[config.mk]
export PLATFORM = sky130hd
export DESIGN_NAME = scan_chain_controller_flat
export DESIGN_NICKNAME = d
export VERILOG_FILES = /design/src/rtl/scan_chain_controller_pkg.sv /design/src/rtl/scan_chain_controller_if.sv /design/src/rtl/scan_chain_controller_shifter.sv /design/src/rtl/scan_chain_controller.sv /design/src/flat_wrapper.sv
export SDC_FILE = /design/constraint.sdc
export NUM_CORES = 1
export LEC_CHECK = 0
export BUFFER_PORTS_ARGS = -buffer_cell sky130_fd_sc_hd__buf_2
export CAP_MARGIN = 5
export CORE_AREA = 2 2 133 232
export CTS_CLUSTER_SIZE = 30
export DETAILED_ROUTE_END_ITERATION = 8
export DIE_AREA = 0 0 135 234
export PLACE_DENSITY = 0.61
export SLEW_MARGIN = 10
export SYNTH_ARGS = -nofsm -noshare
export SYNTH_HDL_FRONTEND = slang
export SYNTH_SLANG_ARGS = --single-unit
[constraint.sdc]
create_clock -name clk -period 2.41 [get_ports clk]
set_input_delay 0.482 -clock clk [delete_from_list [all_inputs] [get_ports clk]]
set_output_delay 0.482 -clock clk [all_outputs]
set_load 0.03 [all_outputs]
[src/rtl/scan_chain_controller_pkg.sv]
// Shared definitions for the scan chain controller slice.
// Contents:
//   DEFAULT_CHAIN_LEN / DEFAULT_RUN_W : default sizes matching the DES scan target
//   state_e                           : controller FSM state encoding
package scan_chain_controller_pkg;

  localparam int DEFAULT_CHAIN_LEN = 134;
  localparam int DEFAULT_RUN_W     = 16;

  typedef enum logic [2:0] {
    ST_IDLE      = 3'd0,
    ST_SHIFT_IN  = 3'd1,
    ST_RUN       = 3'd2,
    ST_SHIFT_OUT = 3'd3,
    ST_RESP      = 3'd4
  } state_e;

endpackage

[src/rtl/scan_chain_controller_if.sv]
// Host-side command/response bundle of the scan chain controller.
// Signals:
//   cmd_valid/cmd_ready : command handshake (host -> controller)
//   cmd_run             : functional cycles to run between shift-in and shift-out
//   cmd_data            : vector to load, bit 0 shifted first
//   rsp_valid/rsp_ready : response handshake (controller -> host)
//   rsp_data            : captured chain contents
// Modports: master = host side, slave = controller side.
interface scan_chain_controller_if
  import scan_chain_controller_pkg::*;
#(
  parameter int CHAIN_LEN = DEFAULT_CHAIN_LEN,
  parameter int RUN_W     = DEFAULT_RUN_W
) ();

  logic                 cmd_valid;
  logic                 cmd_ready;
  logic [RUN_W-1:0]     cmd_run;
  logic [CHAIN_LEN-1:0] cmd_data;
  logic                 rsp_valid;
  logic                 rsp_ready;
  logic [CHAIN_LEN-1:0] rsp_data;

  modport master (
    output cmd_valid, cmd_run, cmd_data, rsp_ready,
    input  cmd_ready, rsp_valid, rsp_data
  );

  modport slave (
    input  cmd_valid, cmd_run, cmd_data, rsp_ready,
    output cmd_ready, rsp_valid, rsp_data
  );

endinterface

[src/rtl/scan_chain_controller_shifter.sv]
// scan_ctrl_shifter: CHAIN_LEN-bit shift register holding the outgoing vector
// and the incoming capture at the same time.
// Ports:
//   clk, rst_n  : clock, asynchronous active-low reset
//   load_en     : parallel load of load_data
//   load_data   : vector to send
//   shift_en    : shift one position toward bit 0
//   capture_in  : serial capture bit, enters at the top
//   data        : current register contents
//   next_bit    : bit that will be driven on the following shift cycle
module scan_ctrl_shifter #(
  parameter int WIDTH = 134
) (
  input  logic             clk,
  input  logic             rst_n,
  input  logic             load_en,
  input  logic [WIDTH-1:0] load_data,
  input  logic             shift_en,
  input  logic             capture_in,
  output logic [WIDTH-1:0] data,
  output logic             next_bit
);

  logic [WIDTH-1:0] data_q, data_d;

  // Outgoing bits leave from bit 0 while captured bits enter at the top, so
  // after WIDTH shifts the bit captured on shift cycle k sits at index k.
  always_comb begin
    data_d = data_q;
    if (load_en) begin
      data_d = load_data;
    end else if (shift_en) begin
      data_d = {capture_in, data_q[WIDTH-1:1]};
    end
  end

  always_ff @(posedge clk or negedge rst_n) begin
    if (!rst_n) begin
      data_q <= '0;
    end else begin
      data_q <= data_d;
    end
  end

  assign data     = data_q;
  // Bit 0 is already on scan_in during the current cycle; bit 1 is next.
  assign next_bit = data_q[1];

endmodule

[src/rtl/scan_chain_controller.sv]
// scan_chain_controller: initiator side of the DES scan chain. Shifts a
// command vector into the target, optionally runs the target for cmd_run
// functional cycles, then reads the chain back non-destructively.
// Ports:
//   clk, rst_n   : shared clock, asynchronous active-low reset
//   host         : command/response bundle (slave modport)
//   busy         : high in every state except IDLE
//   run_active   : high while the target runs functionally
//   scan_enable  : target scan enable
//   scan_in      : target chain head
//   scan_out     : target chain tail
module scan_chain_controller
  import scan_chain_controller_pkg::*;
#(
  parameter int CHAIN_LEN = DEFAULT_CHAIN_LEN,
  parameter int RUN_W     = DEFAULT_RUN_W
) (
  input  logic                    clk,
  input  logic                    rst_n,
  scan_chain_controller_if.slave  host,
  output logic                    busy,
  output logic                    run_active,
  output logic                    scan_enable,
  output logic                    scan_in,
  input  logic                    scan_out
);

  localparam int                CNT_W    = $clog2(CHAIN_LEN);
  localparam logic [CNT_W-1:0]  LAST_BIT = CNT_W'(CHAIN_LEN - 1);

  state_e               state_q, state_d;
  logic [CNT_W-1:0]     bit_cnt_q, bit_cnt_d;
  logic [RUN_W-1:0]     run_cnt_q, run_cnt_d;
  logic                 scan_en_q, scan_en_d;
  logic                 scan_in_q, scan_in_d;
  logic                 run_active_q, run_active_d;
  logic                 recirc_q, recirc_d;
  logic                 load_en, shift_en;
  logic                 next_bit;
  logic [CHAIN_LEN-1:0] shreg;

  scan_ctrl_shifter #(.WIDTH(CHAIN_LEN)) u_shifter (
    .clk        (clk),
    .rst_n      (rst_n),
    .load_en    (load_en),
    .load_data  (host.cmd_data),
    .shift_en   (shift_en),
    .capture_in (scan_out),
    .data       (shreg),
    .next_bit   (next_bit)
  );

  // Next-state logic. Target-facing controls are computed one cycle early so
  // they come straight from flops; the bit counter stops at LAST_BIT and is
  // rearmed explicitly on entry to each shift phase.
  always_comb begin
    state_d      = state_q;
    bit_cnt_d    = bit_cnt_q;
    run_cnt_d    = run_cnt_q;
    scan_en_d    = scan_en_q;
    scan_in_d    = scan_in_q;
    run_active_d = run_active_q;
    recirc_d     = recirc_q;
    load_en      = 1'b0;
    shift_en     = 1'b0;

    case (state_q)
      ST_IDLE: begin
        if (host.cmd_valid) begin
          state_d   = ST_SHIFT_IN;
          load_en   = 1'b1;
          run_cnt_d = host.cmd_run;
          bit_cnt_d = '0;
          scan_en_d = 1'b1;
          scan_in_d = host.cmd_data[0];
        end
      end
      ST_SHIFT_IN: begin
        shift_en  = 1'b1;
        scan_in_d = next_bit;
        if (bit_cnt_q == LAST_BIT) begin
          scan_en_d = 1'b0;
          scan_in_d = 1'b0;
          if (run_cnt_q == '0) begin
            state_d = ST_RESP;
          end else begin
            state_d      = ST_RUN;
            run_active_d = 1'b1;
          end
        end else begin
          bit_cnt_d = bit_cnt_q + CNT_W'(1);
        end
      end
      ST_RUN: begin
        run_cnt_d = run_cnt_q - RUN_W'(1);
        if (run_cnt_q == RUN_W'(1)) begin
          state_d      = ST_SHIFT_OUT;
          run_active_d = 1'b0;
          scan_en_d    = 1'b1;
          recirc_d     = 1'b1;
          bit_cnt_d    = '0;
        end
      end
      ST_SHIFT_OUT: begin
        shift_en = 1'b1;
        if (bit_cnt_q == LAST_BIT) begin
          state_d   = ST_RESP;
          scan_en_d = 1'b0;
          recirc_d  = 1'b0;
        end else begin
          bit_cnt_d = bit_cnt_q + CNT_W'(1);
        end
      end
      ST_RESP: begin
        if (host.rsp_ready) begin
          state_d = ST_IDLE;
        end
      end
      default: begin
        state_d = ST_IDLE;
      end
    endcase
  end

  // State and control registers; reset aborts any transfer immediately.
  always_ff @(posedge clk or negedge rst_n) begin
    if (!rst_n) begin
      state_q      <= ST_IDLE;
      bit_cnt_q    <= '0;
      run_cnt_q    <= '0;
      scan_en_q    <= 1'b0;
      scan_in_q    <= 1'b0;
      run_active_q <= 1'b0;
      recirc_q     <= 1'b0;
    end else begin
      state_q      <= state_d;
      bit_cnt_q    <= bit_cnt_d;
      run_cnt_q    <= run_cnt_d;
      scan_en_q    <= scan_en_d;
      scan_in_q    <= scan_in_d;
      run_active_q <= run_active_d;
      recirc_q     <= recirc_d;
    end
  end

  // During read-back the tail bit must re-enter the head in the same cycle to
  // leave the chain unchanged after CHAIN_LEN shifts. The select is a flop and
  // the data comes from the target's last flop, so nothing from the host
  // reaches scan_in combinationally.
  assign scan_in     = recirc_q ? scan_out : scan_in_q;
  assign scan_enable = scan_en_q;
  assign run_active  = run_active_q;
  assign busy        = (state_q != ST_IDLE);

  assign host.cmd_ready = (state_q == ST_IDLE);
  assign host.rsp_valid = (state_q == ST_RESP);
  assign host.rsp_data  = (state_q == ST_RESP) ? shreg : '0;

endmodule
[src/flat_wrapper.sv]
// flat-port wrapper written by rule: the top's interface ports become plain ports
module scan_chain_controller_flat import scan_chain_controller_pkg::*;
#(
  parameter int CHAIN_LEN = DEFAULT_CHAIN_LEN,
  parameter int RUN_W     = DEFAULT_RUN_W
)
  (clk, rst_n, busy, run_active, scan_enable, scan_in, scan_out, host_cmd_valid, host_cmd_run, host_cmd_data, host_rsp_ready, host_cmd_ready, host_rsp_valid, host_rsp_data);
  scan_chain_controller_if #(.CHAIN_LEN(CHAIN_LEN), .RUN_W(RUN_W)) host_i ();
  input  logic clk;
  input  logic rst_n;
  output logic busy;
  output logic run_active;
  output logic scan_enable;
  output logic scan_in;
  input  logic scan_out;
  input wire logic [$bits(host_i.cmd_valid)-1:0] host_cmd_valid;
  input wire logic [$bits(host_i.cmd_run)-1:0] host_cmd_run;
  input wire logic [$bits(host_i.cmd_data)-1:0] host_cmd_data;
  input wire logic [$bits(host_i.rsp_ready)-1:0] host_rsp_ready;
  output wire logic [$bits(host_i.cmd_ready)-1:0] host_cmd_ready;
  output wire logic [$bits(host_i.rsp_valid)-1:0] host_rsp_valid;
  output wire logic [$bits(host_i.rsp_data)-1:0] host_rsp_data;
  assign host_i.cmd_valid = host_cmd_valid;
  assign host_i.cmd_run = host_cmd_run;
  assign host_i.cmd_data = host_cmd_data;
  assign host_i.rsp_ready = host_rsp_ready;
  assign host_cmd_ready = host_i.cmd_ready;
  assign host_rsp_valid = host_i.rsp_valid;
  assign host_rsp_data = host_i.rsp_data;
  scan_chain_controller #(.CHAIN_LEN(CHAIN_LEN), .RUN_W(RUN_W)) u_core (.clk(clk), .rst_n(rst_n), .host(host_i), .busy(busy), .run_active(run_active), .scan_enable(scan_enable), .scan_in(scan_in), .scan_out(scan_out));
endmodule
# Word-level counts from Yosys, hierarchy flattened
# Index checks and enable logic that the tools add are counted.
[totals]
ff_bits = 165
latch_bits = 0
mem_bits_rw = 0
mem_bits_ro = 0
input_bits = 155
mem_count = 0
[classes]
n_addsub = 2
mul = 0
div = 0
n_lt_le_gt_ge = 0
eq_ne = 14
shifts = 0
n_mux = 32
n_bitwise = 0
reduce_logical = 17
[ops]
columns = ["op", "n"]
rows = [
  ["134-bit two-way mux", 3],
  ["16-bit one-hot mux with 2 select lines", 1],
  ["8-bit two-way mux", 3],
  ["8-bit one-hot mux with 3 select lines", 1],
  ["3-bit two-way mux", 6],
  ["16-bit by 1-bit equality test with 1-bit output (second input constant)", 1],
  ["16-bit logical NOT", 1],
  ["16-bit two-way mux", 1],
  ["16-bit by 1-bit subtractor with 16-bit output (second input constant)", 1],
  ["3-bit one-hot mux with 5 select lines", 1],
  ["1-bit two-way mux", 12],
  ["4-bit AND reduction", 3],
  ["2-bit nonzero test", 5],
  ["8-bit by 1-bit adder with 8-bit output (second input constant)", 1],
  ["8-bit equality test (second input constant)", 1],
  ["2-bit by 1-bit != test with 1-bit output (second input constant)", 4],
  ["2-bit != test (second input constant)", 4],
  ["3-bit by 2-bit equality test with 1-bit output (second input constant)", 2],
  ["1-bit one-hot mux with 2 select lines", 3],
  ["3-bit nonzero test", 2],
  ["5-bit AND reduction", 1],
  ["2-bit AND reduction", 2],
  ["3-bit by 1-bit equality test with 1-bit output (second input constant)", 1],
  ["3-bit equality test (second input constant)", 1],
  ["other kinds (4)", 4],
]

# Longest topological paths before layout
[logic_depth]
ltp_word = 5
mapped_depth = 8
depth_no_buf = 7

# Modules after synthesis
# Synthesis repeated with hierarchy kept, for this count alone.
[unflattened]
hier_cells = 942
area_unflattened_um2 = 8882.3
[modules_own_cells]
columns = ["module", "n_inst", "cells_per_inst", "area_per_inst_um2", "seq_area_each_um2"]
rows = [
  ["scan_ctrl_shifter", 1, 582, 6172.2, 3353.2],
  ["scan_chain_controller", 1, 360, 2710.1, 775.7],
]

# Worst setup path before layout
# Ideal clock, no wire load.
[synth_timing]
path_type = "flip-flop to output port"
from = "register u_core.state_q[0]"
to = "output host_rsp_data[100]"
arrival_ns = 1.663
slack_ns = 0.265
stages_incl_launch_ff = 7
path_buffers = 4
path_cell_list = "dfrtp_1 clkbuf_1 nor2_1 clkbuf_1 clkbuf_1 clkbuf_1 and3_1"
[synth_between]
elab_chain_len = 2
[synth_lines]
columns = ["element", "line", "text"]
rows = [
  ["start: declaration", "scan_chain_controller.sv:31", "state_e state_q, state_d;"],
  ["start signal: assignment", "scan_chain_controller.sv:136", "state_q <= state_d;"],
  ["3-bit equality test", "scan_chain_controller.sv:157", "assign host.rsp_data = (state_q == ST_RESP) ? shreg : '0;"],
  ["134-bit two-way mux", "scan_chain_controller.sv:157", ""],
  ["end: declaration", "flat_wrapper.sv:22", "output wire logic [$bits(host_i.rsp_data)-1:0] host_rsp_data;"],
]
# No other way between the ends.

# Final worst setup path
[layout_timing]
from = "register u_core.state_q[1]"
to = "output host_rsp_data[43]"
# The elaborated chain is that of the path after synthesis.

==> metrics.log <==
[metrics] Hold Fails Final Rpt: 0
[metrics] initial standard-cell utilization of the core: 29.4%
[metrics] Final Setup Violations: 0
[metrics] worst hold path type: input pin to register
[metrics] Avg WL per Cell: 17.3 um
[metrics] Critical Path AT: 1.85 ns
[metrics] number of warnings printed during yosys synthesis: 0
[metrics] TritonCTS clock tree: done
[metrics] Post-synth ARST share: 100%
[metrics] Setup WS post-layout: 0.0742 ns
[metrics] initial antenna violation count: 6
[metrics] Vert. Die Dim: 234 um
[metrics] dominant register cell in the synthesized netlist: dfrtp_1
[metrics] post-synthesis cell count: 1,109
[metrics] layout overhead on the synthesized area: 30.9%
[metrics] Chip Width: 135 um
[metrics] first-pass iteration count of the detailed router: 5
[metrics] Power Density: 1420 mW/mm^2
[metrics] Placeable Area: 0.0298 mm^2
[metrics] non-filler instance count after layout: 1,760
[metrics] Setup CP Type: register to output pin
[metrics] leak pwr: 6.11 nW
[metrics] Initial DRC Count: 653
[metrics] TritonCTS buffer count: 17
[metrics] GR Util All Layers: 18.9%
[metrics] CTS H-tree lvls: 4
[metrics] I/O Pins: 295
[metrics] number of antenna-violating nets in the routed design: 0
[metrics] final worst hold slack: 0.281 ns
[metrics] number of flops mapped to enable cells by yosys: 0
[metrics] Tcrit/Tclk final: 96.9%
[metrics] clock transition at the registers of the reported paths: 0.06 ns
[metrics] Die ar.: 0.0316 mm^2
[metrics] number of violations of the max-capacitance limit: 0
[metrics] pin count of the biggest net entering global routing: 116
[metrics] Clock Tree Root: clkbuf_16
[metrics] number of buffers on the longest clock path: 2
[metrics] number of sinks driven by the clock tree: 165
[metrics] detailed-placement wirelength estimate: 20,900 um
[metrics] Fin Setup TNS: 0 ns
[metrics] part of the Yosys area used for sequential elements: 47.0%
[metrics] first-pass GRT wire length: 46,200 um
[metrics] Worst Max-Slew Pin Slew: 0.757 ns
[metrics] average vias per placed instance: 5.19
[metrics] Row Count: 84
[metrics] critical path peak fanout: 9
[metrics] area after detailed placement: 0.0107 mm^2
[metrics] post-placement worst setup slack: 0.200 ns
[metrics] Non-Filler Cell Area, Final: 0.0115 mm^2
[metrics] clock latency reported for the late side of the worst-skew pair: 0.45 ns
[metrics] post-detailed-route DRC marker count: 0
[metrics] result of the run: finished, final reports clean
[metrics] number of unique standard cell types used by synthesis: 44
[metrics] Worst Skew: 0.00852 ns
[metrics] Final min period: 2.34 ns
[metrics] last weighted congestion value of the routability-driven placer: 0.916
[metrics] Filler Cells Inserted: 3,162
[metrics] Avg Inst Size Synth: 7.91 um^2
[metrics] buffers added on ports: 294
[metrics] total power after layout: 16.3 mW
[metrics] #FFs+latches synth: 165
[metrics] data required time of the worst path: 1.93 ns
[metrics] netlist area before placement: 0.00878 mm^2
[metrics] via count of the first global-routing pass: 8,692
[metrics] max-slew violation count: 0
[metrics] Max rail drop VDD: 0.865 mV
[metrics] cell count after placement: 1,718
[metrics] number of nets produced by synthesis: 1,268
[metrics] CP Capture Type: output pin
[metrics] vias after detailed routing: 9,129
[metrics] worst slew margin relative to its limit: 49.0%
[metrics] Layout Utilization: 38.5%
[metrics] achievable clock frequency: 428 MHz
[metrics] total gr overflow: 0
[metrics] overall routed net length: 30,400 um
[metrics] kind of start point of the critical path: register
[metrics] Final nets: 1,514
[metrics] share of layout cells above drive strength 1: 27.4%
-- cells in the mapped netlist (3+ instances only) --
cell / n / area [um^2]
o22ai_1: 11 / 68.8
ha_1: 4 / 50.1
xnor2_1: 3 / 26.3
nand3_1: 11 / 55.1
nand2_1: 283 / 1060
o22a_1: 5 / 43.8
o21ai_0: 12 / 60.1
nor3_1: 11 / 55.1
a31oi_1: 134 / 838
mux2i_1: 9 / 90.1
a21oi_1: 19 / 95.1
nand4_1: 3 / 18.8
nor2_1: 156 / 586
o21a_1: 4 / 30.0
inv_1: 7 / 26.3
buf_1: 7 / 26.3
and3_1: 134 / 838
dfrtp_1: 165 / 4130
clkbuf_1: 94 / 353
-- worst paths after layout --
path / depth (start not counted) / slack (ns) / from / to
max: 6 / 0.07 / u_core.state_q[1]$_DFFE_PN0P_ / host_rsp_data[43]
max reg2reg: 5 / 0.17 / u_core.run_cnt_q[0]$_DFFE_PN0P_ / u_core.run_cnt_q[9]$_DFFE_PN0P_
max in group asynchronous: 3 / 1.20 / rst_n / u_core.u_shifter.data[109]$_DFFE_PN0P_
min reg2reg: 1 / 0.51 / u_core.run_active$_DFFE_PN0P_ / u_core.run_active$_DFFE_PN0P_
min: 3 / 0.28 / host_cmd_data[1] / u_core.u_shifter.data[1]$_DFFE_PN0P_
min in group asynchronous: 2 / 0.53 / rst_n / u_core.u_shifter.data[14]$_DFFE_PN0P_
-- power by group --
part | leakage (nW) | switching (mW) | internal, mW
sequential | 1.98 | 1.25 | 4.25
clock | 0.326 | 1.21 | 1.93
combinational | 3.80 | 4.90 | 2.79
total | 6.11 | 7.36 | 8.97
-- flip-flops by register name (all words and copies together) (netlist names) --
signal,flops
u_core.bit_cnt_q,8
u_core.recirc_q,1
u_core.run_active,1
u_core.run_cnt_q,16
u_core.scan_enable,1
u_core.scan_in_q,1
u_core.state_q,3
u_core.u_shifter.data,134
-- cell families (layout without fill, tap and decap cells) --
| logic type | Yosys count | after routing | synth area share [%] |
|---|---|---|---|
| simple gates | 618 | 618 | 31.7 |
| compound gates | 198 | 198 | 14.3 |
| flops | 165 | 165 | 47.0 |
| buf+inv | 108 | 366 | 4.62 |
| mux | 11 | 11 | 1.28 |
| xor+xnor | 5 | 5 | 0.499 |
| fa+ha+maj | 4 | 4 | 0.570 |
| other cells | 0 | 6 | 0 |
-- layout by cell type, fill, tap and decap left out, types with 9 or more instances in the layout --
cell	netlist	layout
buf_2	0	287
nand2_1	283	282
dfrtp_1	165	163
nor2_1	156	155
and3_1	134	134
a31oi_1	134	134
buf_4	0	22
a21oi_1	19	19
clkbuf_16	0	17
o21ai_0	12	12
nor3_1	11	11
o22ai_1	11	11
nand3_1	11	10
mux2i_1	9	9
buf_12	0	9
-- per-layer routing --
layer / up-vias / GRT usage [%] / share of wire, %
met5: - / 0 / 0
met4: 0 / 11.7 / 4.4
met3: 70 / 2.96 / 4.0
met2: 290 / 33.9 / 54
met1: 4442 / 20.7 / 38
li1: 4327 / - / -
-- critical path, stage by stage (launching register included) --
cell	delay, ns
dfrtp_2	0.46
nor2_4	0.13
buf_12	0.16
buf_4	0.15
buf_4	0.15
and3_1	0.17
clkbuf_4	0.19
-- layout make-up --
class	count	area [um^2]	share of cell area [%]
multi-input cells	836	4280	37.2
flip-flops and latches	165	4130	36.0
repair buffers	328	1890	16.4
well taps	387	484	4.22
clock buffers	21	470	4.10
clock inverters	10	193	1.68
inverters	7	26.3	0.229
diodes	6	15.0	0.131
-- what timing repair did --
action / CTS / global route
endpoints found under the hold margin: 37 / 0
setup buffers: 3 / 0
hold buffers: 1 / 0
pin swaps: 1 / 0
resized for setup: 1 / 8
endpoints found under the setup margin: 115 / 78
gates cloned: 1 / 0
Note: power is estimated with default switching activity, not from simulation.
